[src/rtl/bus_decoder_pkg.sv]
`default_nettype none
// bus_decoder_pkg: shared state type, legacy memory map constants and a packed-field helper.
package bus_decoder_pkg;

  localparam int WAIT_W      = 4;
  localparam int SEL_W       = 3;
  localparam int MAX_REGIONS = 8;

  typedef enum logic [0:0] {
    S_IDLE  = 1'b0,
    S_STALL = 1'b1
  } state_t;

  localparam logic [15:0] RAM_BASE = 16'h0000;
  localparam logic [15:0] RAM_MASK = 16'hF000;
  localparam logic [15:0] SP_BASE  = 16'hEFF0;
  localparam logic [15:0] SP_MASK  = 16'hFFF0;
  localparam logic [15:0] TB_BASE  = 16'hF000;
  localparam logic [15:0] TB_MASK  = 16'hF000;

  localparam logic [WAIT_W-1:0] RAM_WAIT = 4'd0;
  localparam logic [WAIT_W-1:0] SP_WAIT  = 4'd2;
  localparam logic [WAIT_W-1:0] TB_WAIT  = 4'd0;

  // Extract the wait field of region idx from a table padded to MAX_REGIONS entries.
  function automatic logic [WAIT_W-1:0] wait_field(
    input logic [MAX_REGIONS*WAIT_W-1:0] vec,
    input logic [SEL_W-1:0]              idx
  );
    return vec[idx*WAIT_W +: WAIT_W];
  endfunction

endpackage
`default_nettype wire

[src/rtl/bus_region_match.sv]
`default_nettype none
// bus_region_match: base/mask compare for every region plus lowest-index priority select.
module bus_region_match
  import bus_decoder_pkg::*;
#(
  parameter int                          ADDR_W      = 16,
  parameter int                          N_REGIONS   = 3,
  parameter logic [N_REGIONS*ADDR_W-1:0] REGION_BASE = '0,
  parameter logic [N_REGIONS*ADDR_W-1:0] REGION_MASK = '0
) (
  input  logic [ADDR_W-1:0]    addr,
  output logic [N_REGIONS-1:0] hit,
  output logic [SEL_W-1:0]     sel,
  output logic                 mapped
);

  logic [N_REGIONS-1:0] raw;

  for (genvar i = 0; i < N_REGIONS; i++) begin : g_cmp
    assign raw[i] = (addr & REGION_MASK[i*ADDR_W +: ADDR_W]) == REGION_BASE[i*ADDR_W +: ADDR_W];
  end

  // Isolating the lowest set bit gives the one-hot winner directly.
  assign hit    = raw & (~raw + N_REGIONS'(1));
  assign mapped = |raw;

  always_comb begin
    sel = '0;
    for (int i = N_REGIONS - 1; i >= 0; i--) begin
      if (raw[i]) sel = SEL_W'(i);
    end
  end

endmodule
`default_nettype wire

[src/rtl/bus_decoder.sv]
`default_nettype none
// bus_decoder: N-region CPU address decoder with per-region wait states,
// open-bus read latch and sticky bus-error capture.
module bus_decoder
  import bus_decoder_pkg::*;
#(
  parameter int                          ADDR_W      = 16,
  parameter int                          DATA_W      = 8,
  parameter int                          N_REGIONS   = 3,
  parameter logic [N_REGIONS*ADDR_W-1:0] REGION_BASE = {TB_BASE, SP_BASE, RAM_BASE},
  parameter logic [N_REGIONS*ADDR_W-1:0] REGION_MASK = {TB_MASK, SP_MASK, RAM_MASK},
  parameter logic [N_REGIONS*WAIT_W-1:0] REGION_WAIT = {TB_WAIT, SP_WAIT, RAM_WAIT}
) (
  input  logic                          clk,
  input  logic                          reset,
  input  logic [ADDR_W-1:0]             addr,
  input  logic                          rw,
  input  logic                          req,
  input  logic [N_REGIONS*DATA_W-1:0]   p_do,
  input  logic                          err_clr,
  output logic [N_REGIONS-1:0]          cs,
  output logic [N_REGIONS-1:0]          oe,
  output logic [DATA_W-1:0]             cpu_di,
  output logic                          rdy,
  output logic                          bus_err,
  output logic [ADDR_W-1:0]             err_addr
);

  if (N_REGIONS < 1 || N_REGIONS > MAX_REGIONS) begin : g_bad_regions
    $error("bus_decoder: N_REGIONS must be in 1..8");
  end

  localparam logic [MAX_REGIONS*WAIT_W-1:0] WAIT_ALL = 32'(REGION_WAIT);

  state_t                  state;
  logic [WAIT_W-1:0]       cnt;
  logic [WAIT_W-1:0]       wait_sel;
  logic [DATA_W-1:0]       latch;
  logic [DATA_W-1:0]       sel_data;
  logic [N_REGIONS-1:0]    hit;
  logic [SEL_W-1:0]        sel;
  logic                    mapped;
  logic                    rdy_int;
  logic                    complete;
  logic                    rd_done;
  logic                    err_set;

  bus_region_match #(
    .ADDR_W      (ADDR_W),
    .N_REGIONS   (N_REGIONS),
    .REGION_BASE (REGION_BASE),
    .REGION_MASK (REGION_MASK)
  ) u_match (
    .addr   (addr),
    .hit    (hit),
    .sel    (sel),
    .mapped (mapped)
  );

  assign wait_sel = wait_field(WAIT_ALL, sel);
  assign sel_data = p_do[32'(sel)*DATA_W +: DATA_W];

  always_comb begin
    rdy_int = 1'b1;
    if (state == S_STALL) begin
      rdy_int = (cnt == '0);
    end else if (req && mapped && wait_sel != '0) begin
      rdy_int = 1'b0;
    end
  end

  // addr is held during a stall, so an unmapped completion can only occur from IDLE.
  assign complete = req & rdy_int;
  assign rd_done  = complete & mapped & ~rw;
  assign err_set  = complete & ~mapped & (state == S_IDLE);

  // Outputs are forced to their reset values for as long as reset is high.
  assign cs     = (reset || !req) ? '0 : hit;
  assign oe     = cs & ~{N_REGIONS{rw}};
  assign rdy    = reset | rdy_int;
  assign cpu_di = reset ? '0 : (rd_done ? sel_data : latch);

  always_ff @(posedge clk or posedge reset) begin
    if (reset) begin
      state    <= S_IDLE;
      cnt      <= '0;
      latch    <= '0;
      bus_err  <= 1'b0;
      err_addr <= '0;
    end else begin
      case (state)
        S_IDLE: begin
          if (req && mapped && wait_sel != '0) begin
            cnt   <= wait_sel - WAIT_W'(1);
            state <= S_STALL;
          end
        end
        S_STALL: begin
          if (!req || cnt == '0) begin
            cnt   <= '0;
            state <= S_IDLE;
          end else begin
            cnt <= cnt - WAIT_W'(1);
          end
        end
        default: begin
          cnt   <= '0;
          state <= S_IDLE;
        end
      endcase

      if (rd_done) latch <= sel_data;

      if (err_set) begin
        bus_err <= 1'b1;
        if (!bus_err) err_addr <= addr;
      end else if (err_clr) begin
        bus_err <= 1'b0;
      end
    end
  end

endmodule
`default_nettype wire
[config.mk]
export PLATFORM = sky130hd
export DESIGN_NAME = bus_decoder
export DESIGN_NICKNAME = d
export VERILOG_FILES = /design/src/rtl/bus_decoder_pkg.sv /design/src/rtl/bus_region_match.sv /design/src/rtl/bus_decoder.sv
export SDC_FILE = /design/constraint.sdc
export NUM_CORES = 1
export LEC_CHECK = 0
export CELL_PAD_IN_SITES_DETAIL_PLACEMENT = 2
export CELL_PAD_IN_SITES_GLOBAL_PLACEMENT = 2
export CORE_MARGIN = 2
export CORE_UTILIZATION = 24
export CTS_BUF_LIST = sky130_fd_sc_hd__clkbuf_16
export DETAILED_ROUTE_END_ITERATION = 16
export MAX_ROUTING_LAYER = met4
export PLACE_DENSITY = 0.9
export SYNTH_ARGS = -nofsm -noshare
export SYNTH_HDL_FRONTEND = slang
export SYNTH_HIERARCHICAL = 1
export SYNTH_SLANG_ARGS = --single-unit
[constraint.sdc]
create_clock -name clk -period 3.4 [get_ports clk]
set_input_delay 0.51 -clock clk [delete_from_list [all_inputs] [get_ports clk]]
set_output_delay 0.51 -clock clk [all_outputs]
set_load 0.01 [all_outputs]
# Word level (Yosys, flattened, before mapping)

Cells that the tools add are included.

Add/subtract/negate cells: 3
Multipliers: 0
Div/mod/pow operators: 0
Magnitude comparators: 0
Eq/ne operators: 3
Shifts and indexed selects: 2
Muxes and demuxes: 16
Bitwise logic cells: 14
Reductions and logical operators: 11

Operators by type and width:

| kind                                                       | number |
|---|---|
| variable part select 32 x 6 -> 4 bit, first input constant | 1 |
| variable part select 24 x 7 -> 8 bit                       | 1 |
| zero test 16 bit                                           | 1 |
| two-way mux 8 bit                                          | 2 |
| equality test 12 bit, second input constant                | 1 |
| two-way mux 3 bit                                          | 3 |
| two-way mux 4 bit                                          | 2 |
| one-hot mux 4 bit (2 select lines)                         | 1 |
| subtractor 4 x 1 -> 4 bit, second input constant           | 2 |
| AND 3 bit                                                  | 2 |
| two-way mux 1 bit                                          | 6 |
| inverter 3 bit                                             | 2 |
| AND 1 bit                                                  | 5 |
| equality test 4 bit, second input constant                 | 1 |
| zero test 4 bit                                            | 1 |
| inverter 1 bit                                             | 4 |
| nonzero test 4 bit                                         | 1 |
| adder 3 x 1 -> 3 bit, second input constant                | 1 |
| OR reduction 3 bit                                         | 1 |
| logical AND 1 bit                                          | 2 |
| logical OR 1 bit                                           | 2 |
| two-way mux 2 bit                                          | 1 |
| != test 2 bit, second input constant                       | 1 |
| one-hot mux 1 bit (2 select lines)                         | 1 |
| other kinds (4)                                            | 4 |

Register bits: 30
Latch bits: 0
Memory bits (writable): 0
Bits in read-only memories: 0
Bits of input ports: 45
Output and inout port bits: 32
Logic and storage cells: 54
Memories kept: 0

# Longest topological paths before layout

Gate-level depths: netlist (run 1).

Word-level depth: 14
Gate-level depth with buffers: 10
Mapped depth without buffers: 7

# By module

The synthesis (run 1) kept the hierarchy.

By module, submodules not included:

| module           | instances | cells an instance | area an instance (sq um) | seq. area each (sq um) |
|---|---|---|---|---|
| bus_decoder      | 1         | 129               | 1502.7                   | 750.7 |
| bus_region_match | 1         | 13                | 95.1                     | 0.0 |

# Worst setup path after synthesis (run 1)

No wires, ideal clock.

Path type: input -> output
Start point: input port addr[11]
End point: output port cpu_di[0]
Data arrival time: 2244 ps
Data required time: 2890 ps
Slack: 646 ps
Stages: 8
Buffers on the path: 1
Path through: nand4_1 -> or2_1 -> nor3_1 -> buf_4 -> nor4b_1 -> a2111o_1 -> a22o_1 -> and2_1

Longest elaborated chain between the ends: 13
Elaborated cells on any way between the ends: 16
Those cells by class: eq/ne: 1; shift: 2; mux: 6; bitwise: 3; reduce/logical: 4

RTL lines:

| what                                 | RTL line               | source |
|---|---|---|
| start: declaration                   | bus_decoder.sv:16      | `input logic [ADDR_W-1:0] addr,` |
| equality test 12 bit *               | bus_region_match.sv:20 | `assign raw[i] = (addr & REGION_MASK[i*ADDR_W +: ADDR_W]) == REGION_BASE[i*ADDR_W +: ADDR_W];` |
| two-way mux 3 bit * (2 in a row)     | bus_region_match.sv:30 | `if (raw[i]) sel = SEL_W'(i);` |
| named net sel[0]                     | bus_decoder.sv:41      | `logic [SEL_W-1:0] sel;` |
| variable part select 32 x 6 -> 4 bit | bus_decoder_pkg.sv:30  | `return vec[idx*WAIT_W +: WAIT_W];` |
| nonzero test 4 bit                   | bus_decoder.sv:67      | `end else if (req && mapped && wait_sel != '0) begin` |
| logical AND 1 bit                    | bus_decoder.sv:67      |  |
| two-way mux 1 bit                    | bus_decoder.sv:67      |  |
| two-way mux 1 bit                    | bus_decoder.sv:65      | `if (state == S_STALL) begin` |
| AND 1 bit                            | bus_decoder.sv:73      | `assign complete = req & rdy_int;` |
| AND 1 bit (2 in a row)               | bus_decoder.sv:74      | `assign rd_done = complete & mapped & ~rw;` |
| two-way mux 8 bit *                  | -                      |  |
| two-way mux 8 bit *                  | bus_decoder.sv:81      | `assign cpu_di = reset ? '0 : (rd_done ? sel_data : latch);` |
| end: declaration                     | bus_decoder.sv:23      | `output logic [DATA_W-1:0] cpu_di,` |

The timed path passes the listed nets; every way through them passes the cells marked *.

# Final worst setup path (run 1)

Start point: input port addr[9]
End point: output port oe[1]

Longest elaborated chain between the ends: 6

RTL lines:

| what                   | RTL line               | source |
|---|---|---|
| equality test 12 bit * | bus_region_match.sv:20 |  |
| inverter 3 bit         | bus_region_match.sv:24 | `assign hit = raw & (~raw + N_REGIONS'(1));` |
| adder 3 x 1 -> 3 bit   | bus_region_match.sv:24 |  |
| AND 3 bit *            | bus_region_match.sv:24 |  |
| named net hit[1]       | bus_decoder.sv:40      | `logic [N_REGIONS-1:0] hit;` |
| two-way mux 3 bit *    | bus_decoder.sv:78      | `assign cs = (reset \|\| !req) ? '0 : hit;` |
| AND 3 bit *            | bus_decoder.sv:79      | `assign oe = cs & ~{N_REGIONS{rw}};` |
| end: declaration       | bus_decoder.sv:22      | `output logic [N_REGIONS-1:0] oe,` |

Marked as above.

==> results of run 1 <==
power breakdown:
group          internal (uW)  switching (uW)
Clock                    338             156
Sequential               420            29.2
Combinational            197             122
Total                    955             308
metal layers:
metal / vias to the layer above / wire length [um] / global-route usage
li1: 711 / - / -
met1: 786 / 2340 / 0.185
met2: 47 / 3600 / 0.344
met3: 7 / 309 / 0.0472
met4: 0 / 51 / 0.0433
met5: - / 0 / -
worst paths after layout:
check / depth (start not counted) / endpoint / slack, ns
max: 9 / oe[1] / 0.08
min: 1 / err_addr[4] / 0.49
max reg2reg: 7 / latch[5] / 1.13
min reg2reg: 1 / err_addr[4] / 0.49
max in group asynchronous: 3 / err_addr[12] / 2.08
min in group asynchronous: 2 / latch[2] / 0.68
sequential cells by signal (all words and copies together), names as in the netlist:
signal and count:
bus_err 1, cnt 4, err_addr 16, latch 8
state 1
worst register-to-register path: stages (launching register included):
cell and delay, ns:
dfrtp_1 0.40, inv_1 0.09, ha_1 0.21, or3b_4 0.44
a2111o_1 0.48, buf_12 0.16, a22o_1 0.25, buf_4 0.14
placed cells by master (no fill, tap or decap), types with 5 or more instances in the layout:
master           instances
clkbuf_2                 8
clkdlybuf4s50_1         65
dfrtp_1                 30
mux2_1                   6
o2bb2ai_1                8
nor2_1                   6
buf_4                   19
clkbuf_16                5
mux2i_1                  8
o21ai_0                  9
mux2_2                  10
a22o_1                   8
and2_1                  12
cells by family after synthesis:
group,Yosys count,synth area share
AND/OR/NAND/NOR,44,0.170
flip-flops,30,0.470
buffers and inverters,12,0.0352
other,1,0.00235
AO/OA/AOI/OAI,30,0.152
multiplexers,24,0.163
adder cells (fa/ha/maj),1,0.00783
metrics by stage:
step,util,TNS [ns]
6_report,0.434,0
5_1_grt,0.434,-0.179
4_1_cts,0.435,-0.00362
3_5_place_dp,0.398,-2.63
3_3_place_gp,0.398,-1.82
2_1_floorplan,-,0
Yosys cell counts (2+ instances only):
master and instances:
mux2_1 6, nor3_1 2, nor2b_1 5, buf_4 2, nand4_1 2, clkbuf_1 2, buf_2 3, a22o_1 8
nand3_1 3, o21ai_0 9, nand2_1 5, and4_1 2, dfrtp_1 30, nor2_1 6, mux2_2 10, mux2i_1 8
and2_1 12, o2bb2ai_1 8, inv_1 4
area by class of cell:
cell class | count | area (um2)
Fill cell | 666 | 3610
Timing Repair Buffer | 98 | 920
Multi-Input combinational cell | 100 | 832
Sequential cell | 30 | 751
Clock buffer | 5 | 125
Tap cell | 77 | 96.3
Clock inverter | 2 | 33.8
Inverter | 4 | 15.0
repair_timing:
item / in CTS / in global routing
setup endpoints to repair: 9 / 9
cloned: 0 / 0
pin swaps: 5 / 7
setup buffers: 5 / 2
gates resized for setup: 20 / 20
==> results.json, run 1 <==
{
  "setup_violations": 0,
  "netlist_instances": 142,
  "fin_crit_sh": 0.977,
  "ant_nets": 0,
  "first_iter_violations": 49,
  "setup.worst_path.start": "addr[9]",
  "slowest_stage": "clkdlybuf4s50_1",
  "holdWs_ns": 0.488,
  "synth_edf_count": 0,
  "dr.pass1.iters": 2,
  "layout_min_cycle_time_ns": 3.32,
  "grt_pass1_wl_um": 9860,
  "wl_per_cell_um": 19.9,
  "drive_gt1_frac": 0.238,
  "max_freq_mhz": 301,
  "grt_overflow": 0,
  "status": "complete, no violations",
  "cp_top_family": "buffers and inverters",
  "hold_class": "register to register",
  "hold_buffers": 0,
  "totalWireLength_um": 6300,
  "pre_cts_ws_ns": -0.331,
  "powerDensity_nw_per_um2": 455,
  "final_nets": 285,
  "via_per_inst": 4.91,
  "antenna_found_initial": 0,
  "core_area_um2": 6390,
  "area_delta_synth_final_pct": 73.5,
  "p_total_uw": 1260,
  "synth_async_sr_flop_share": 1.00,
  "cap_violations": 0,
  "synth_ff_type": "dfrtp_1",
  "clockBufferDepth": 2,
  "track_usage": 0.182,
  "postSynthAreaPerCell_um2": 11.3,
  "start_util": 0.250,
  "critical_path_required_ns": 2.89,
  "path_common_cell": "clkdlybuf4s50_1",
  "die_y_um": 85.6,
  "num_rows": 29,
  "synth.top_cell.area_share": 0.470,
  "synth_area_leader_cell": "dfrtp_1",
  "htreeDepth": 2,
  "r2r-start": "cnt[0]",
  "route.detailed.drc": 0,
  "vias": 1551,
  "final_cells": 316,
  "worst_pin_slew_ns": 0.685,
  "synth_fp_nets": 188,
  "clock_skew_ns": 0.00427,
  "cellLeakagePower_uw": 0.00115,
  "hold_viol_final": 0,
  "diodes": 0,
  "fin_area_um2": 2770,
  "start_kind": "primary input",
  "max_slew_margin": 0.543,
  "drv_slew": 0,
  "finalWorstSetupSlack_ns": 0.0767,
  "clk_latency_ns": 0.28,
  "yosysSeqAreaShare": 0.470,
  "cts_tree": "built",
  "place_hpwl_um": 4390,
  "synth_cell_types": 34,
  "ys_ff_latch": 30,
  "dieArea_um2": 7330,
  "yosysWarnings": 6,
  "clkSinkCount": 30,
  "dp_cells": 303,
  "place_area_um2": 2540,
  "slowest_delay_ns": 0.57,
  "pin_count": 77,
  "cts_buffers": 5,
  "io_buffers": 76,
  "grt_pass1_vias": 1880,
  "dieWidth_um": 85.6,
  "cp_cell_sequence": "clkdlybuf4s50_1 > nand4_1 > or2_1 > nor3_2 > buf_4 > buf_12 > and2_1 > nor2b_1 > clkdlybuf4s50_1",
  "worstHoldStart": "err_addr[4]",
  "synth_area_leaders": "dfrtp_1 (47%), mux2_2 (7.0%), mux2i_1 (5.0%)",
  "worst-path-buf-inv": 4,
  "arrival_ns": 2.81,
  "netlist_area_um2": 1600,
  "vdd_drop_max_mv": 0.268,
  "cts-root-buf": "clkbuf_16",
  "clk_pin_slew_ns": 0.05,
  "gp_congestion": 0.719,
  "setup.worst_path.end_class": "output pin",
  "path_max_fanout": 11,
  "crit_type": "primary input to output pin",
  "grt_max_degree": 21
}
(Power assumes the default switching activity.)
==> run 2, diff against run 1 <==
--- a/config.mk
+++ b/config.mk
@@ -13,6 +13,7 @@
 export DETAILED_ROUTE_END_ITERATION = 16
 export MAX_ROUTING_LAYER = met4
 export PLACE_DENSITY = 0.9
+export SLEW_MARGIN = 20
 export SYNTH_ARGS = -nofsm -noshare
 export SYNTH_HDL_FRONTEND = slang
 export SYNTH_HIERARCHICAL = 1
==> results of run 2 <==
Same layout as run 1: the final DEF is identical, and so are final timing and power.
==> run 3, diff against run 2 <==
--- a/config.mk
+++ b/config.mk
@@ -11,8 +11,10 @@
 export CORE_UTILIZATION = 24
 export CTS_BUF_LIST = sky130_fd_sc_hd__clkbuf_16
 export DETAILED_ROUTE_END_ITERATION = 16
+export GPL_ROUTABILITY_DRIVEN = 1
 export MAX_ROUTING_LAYER = met4
 export PLACE_DENSITY = 0.9
+export RECOVER_POWER = 25
 export SLEW_MARGIN = 20
 export SYNTH_ARGS = -nofsm -noshare
 export SYNTH_HDL_FRONTEND = slang
==> constraint.sdc (replaced) <==
create_clock -name clk -period 3.55 [get_ports clk]
set_input_delay 0.5325 -clock clk [delete_from_list [all_inputs] [get_ports clk]]
set_output_delay 0.5325 -clock clk [all_outputs]
set_load 0.01 [all_outputs]
==> run 3 against run 2 <==
  * Critical path depth grew 1
  * Clock power decreased by 5.7%
  * Hold slack got worse by 0.0059 ns
  * Utilization fell by 0.37 points
  * Wire length shrank 12%
  * Total power decreased by 4.9%
  * Design area down 0.86%
  * Sequential share of layout area rose by 0.23 points
  * Combinational power decreased by 4%
  * Clock skew is essentially flat
  * Non-clock buffer count shrank 4
  * Global-route usage down 1.9 points
  * Critical endpoint is now cpu_di[5]
  * Largest power group unchanged
==> results.json, run 3 (synthesis results as in run 1) <==
{
  "cp_top_family": "buffers and inverters",
  "slowest_delay_ns": 0.48,
  "cp_cell_sequence": "clkdlybuf4s50_1 > nand4_1 > or2_4 > o21ai_2 > nand2_2 > a2111o_1 > buf_12 > a22o_1 > and2_1 > dlygate4sd2_1",
  "worstHoldStart": "err_addr[2]",
  "clockBufferDepth": 2,
  "status": "complete, no violations",
  "regMostFlops": "err_addr",
  "final_cell_mix": "clkdlybuf4s50_1 (66), dfrtp_1 (30), buf_4 (13)",
  "dp_cells": 303,
  "rsz0062_at_grt": "false",
  "cts_tree": "built",
  "totalWireLength_um": 5540,
  "powerDensity_nw_per_um2": 437,
  "path_max_fanout": 8,
  "worstReg2RegEnd": "latch[5]",
  "clock_skew_ns": 0.00395,
  "worst-path-buf-inv": 3,
  "place_area_um2": 2540,
  "hold_class": "register to register",
  "fin_util": 0.430,
  "first_iter_violations": 46,
  "slowest_stage": "clkdlybuf4s50_1",
  "cts_buffers": 5,
  "final_nets": 281,
  "dr.pass1.iters": 4,
  "reg2regPathDepth": 8,
  "dieWidth_um": 85.6,
  "antenna_found_initial": 0,
  "via_per_inst": 4.80,
  "max_freq_mhz": 290,
  "fin_area_um2": 2750,
  "gp_congestion": 0.725,
  "holdPathEnd": "err_addr[2]",
  "grt_pass1_wl_um": 9020,
  "diodes": 0,
  "track_usage": 0.163,
  "worst_pin_slew_ns": 0.679,
  "grt_overflow": 0,
  "max_slew_margin": 0.547,
  "critical_path_required_ns": 3.02,
  "htreeDepth": 2,
  "vdd_drop_max_mv": 0.258,
  "core_area_um2": 6390,
  "area_delta_synth_final_pct": 72.0,
  "grt_max_degree": 21,
  "clk_latency_ns": 0.27,
  "final_cells": 312,
  "layout_min_cycle_time_ns": 3.44,
  "cts-root-buf": "clkbuf_16",
  "largest_reg_flops": 16,
  "reg.largest.list": "err_addr x16, latch x8, cnt x4",
  "clk_pin_slew_ns": 0.05,
  "arrival_ns": 2.91,
  "hold_depth": 1,
  "place_hpwl_um": 4220,
  "fillers": 683,
  "ant_nets": 0,
  "hold_viol_final": 0,
  "fin_crit_sh": 0.970,
  "final_common_cell": "clkdlybuf4s50_1",
  "dieArea_um2": 7330,
  "cap_violations": 0,
  "pin_count": 77,
  "hold_buffers": 0,
  "cellLeakagePower_uw": 0.00114,
  "r2r-start": "cnt[0]",
  "reg2reg_slack_ns": 1.23,
  "pre_cts_ws_ns": -0.239,
  "io_buffers": 76,
  "wl_per_cell_um": 17.7,
  "num_rows": 29,
  "setup_violations": 0,
  "crit_type": "primary input to output pin",
  "clkSinkCount": 30,
  "start_util": 0.250,
  "die_y_um": 85.6,
  "grt_pass1_vias": 1736,
  "tns_ns": 0,
  "drive_gt1_frac": 0.183,
  "drv_slew": 0,
  "vias": 1498,
  "finalWorstSetupSlack_ns": 0.105,
  "start_kind": "primary input",
  "route.detailed.drc": 0,
  "setup.worst_path.end_class": "output pin"
}
-- run 3: cell type report --
class	count	area, um2	share of cell area
multi-input cells	100	835	0.304
flip-flops and latches	30	751	0.273
repair buffers	94	893	0.325
well taps	77	96.3	0.0350
inverters	4	15.0	0.00546
clock buffers	5	125	0.0455
clock inverters	2	33.8	0.0123
-- run 3: where the power goes --
part | switching [uW] | leakage, uW | total [uW] | internal (uW)
Sequential | 26.9 | 0.000370 | 429 | 402
Combinational | 114 | 0.000691 | 305 | 191
Clock | 143 | 0.0000773 | 467 | 324
-- run 3: worst max path at each step --
stage | to | start | slack (ns) | cells past startpoint
after floorplan | cpu_di[0] | addr[11] | 0.75 | 8
after global placement | cpu_di[5] | addr[6] | -0.14 | 9
after detailed placement | cpu_di[5] | addr[11] | -0.24 | 9
after CTS | rdy | addr[11] | 0.04 | 10
after global routing | cpu_di[5] | addr[8] | 0.003 | 10
final | cpu_di[5] | addr[11] | 0.11 | 10
-- run 3: per-stage QoR --
step	hold slack [ns]	total power, uW
after detailed placement	0.476	744
after global placement	0.471	731
final	0.482	1200
after floorplan	0.458	542
after global routing	0.506	1260
after CTS	0.492	1220
-- run 3: layer usage --
metal | up-vias | global-route usage | part of all wire
li1 | 697 | - | -
met1 | 751 | 0.177 | 0.39
met2 | 48 | 0.299 | 0.55
met3 | 2 | 0.0472 | 0.059
met4 | 0 | 0.0260 | 0.0033
met5 | - | - | 0
-- run 3: repair_timing --
action	in CTS	in global routing
pin swaps	4	0
setup endpoints to repair	9	3
buffers inserted	3	0
resized for setup	15	4
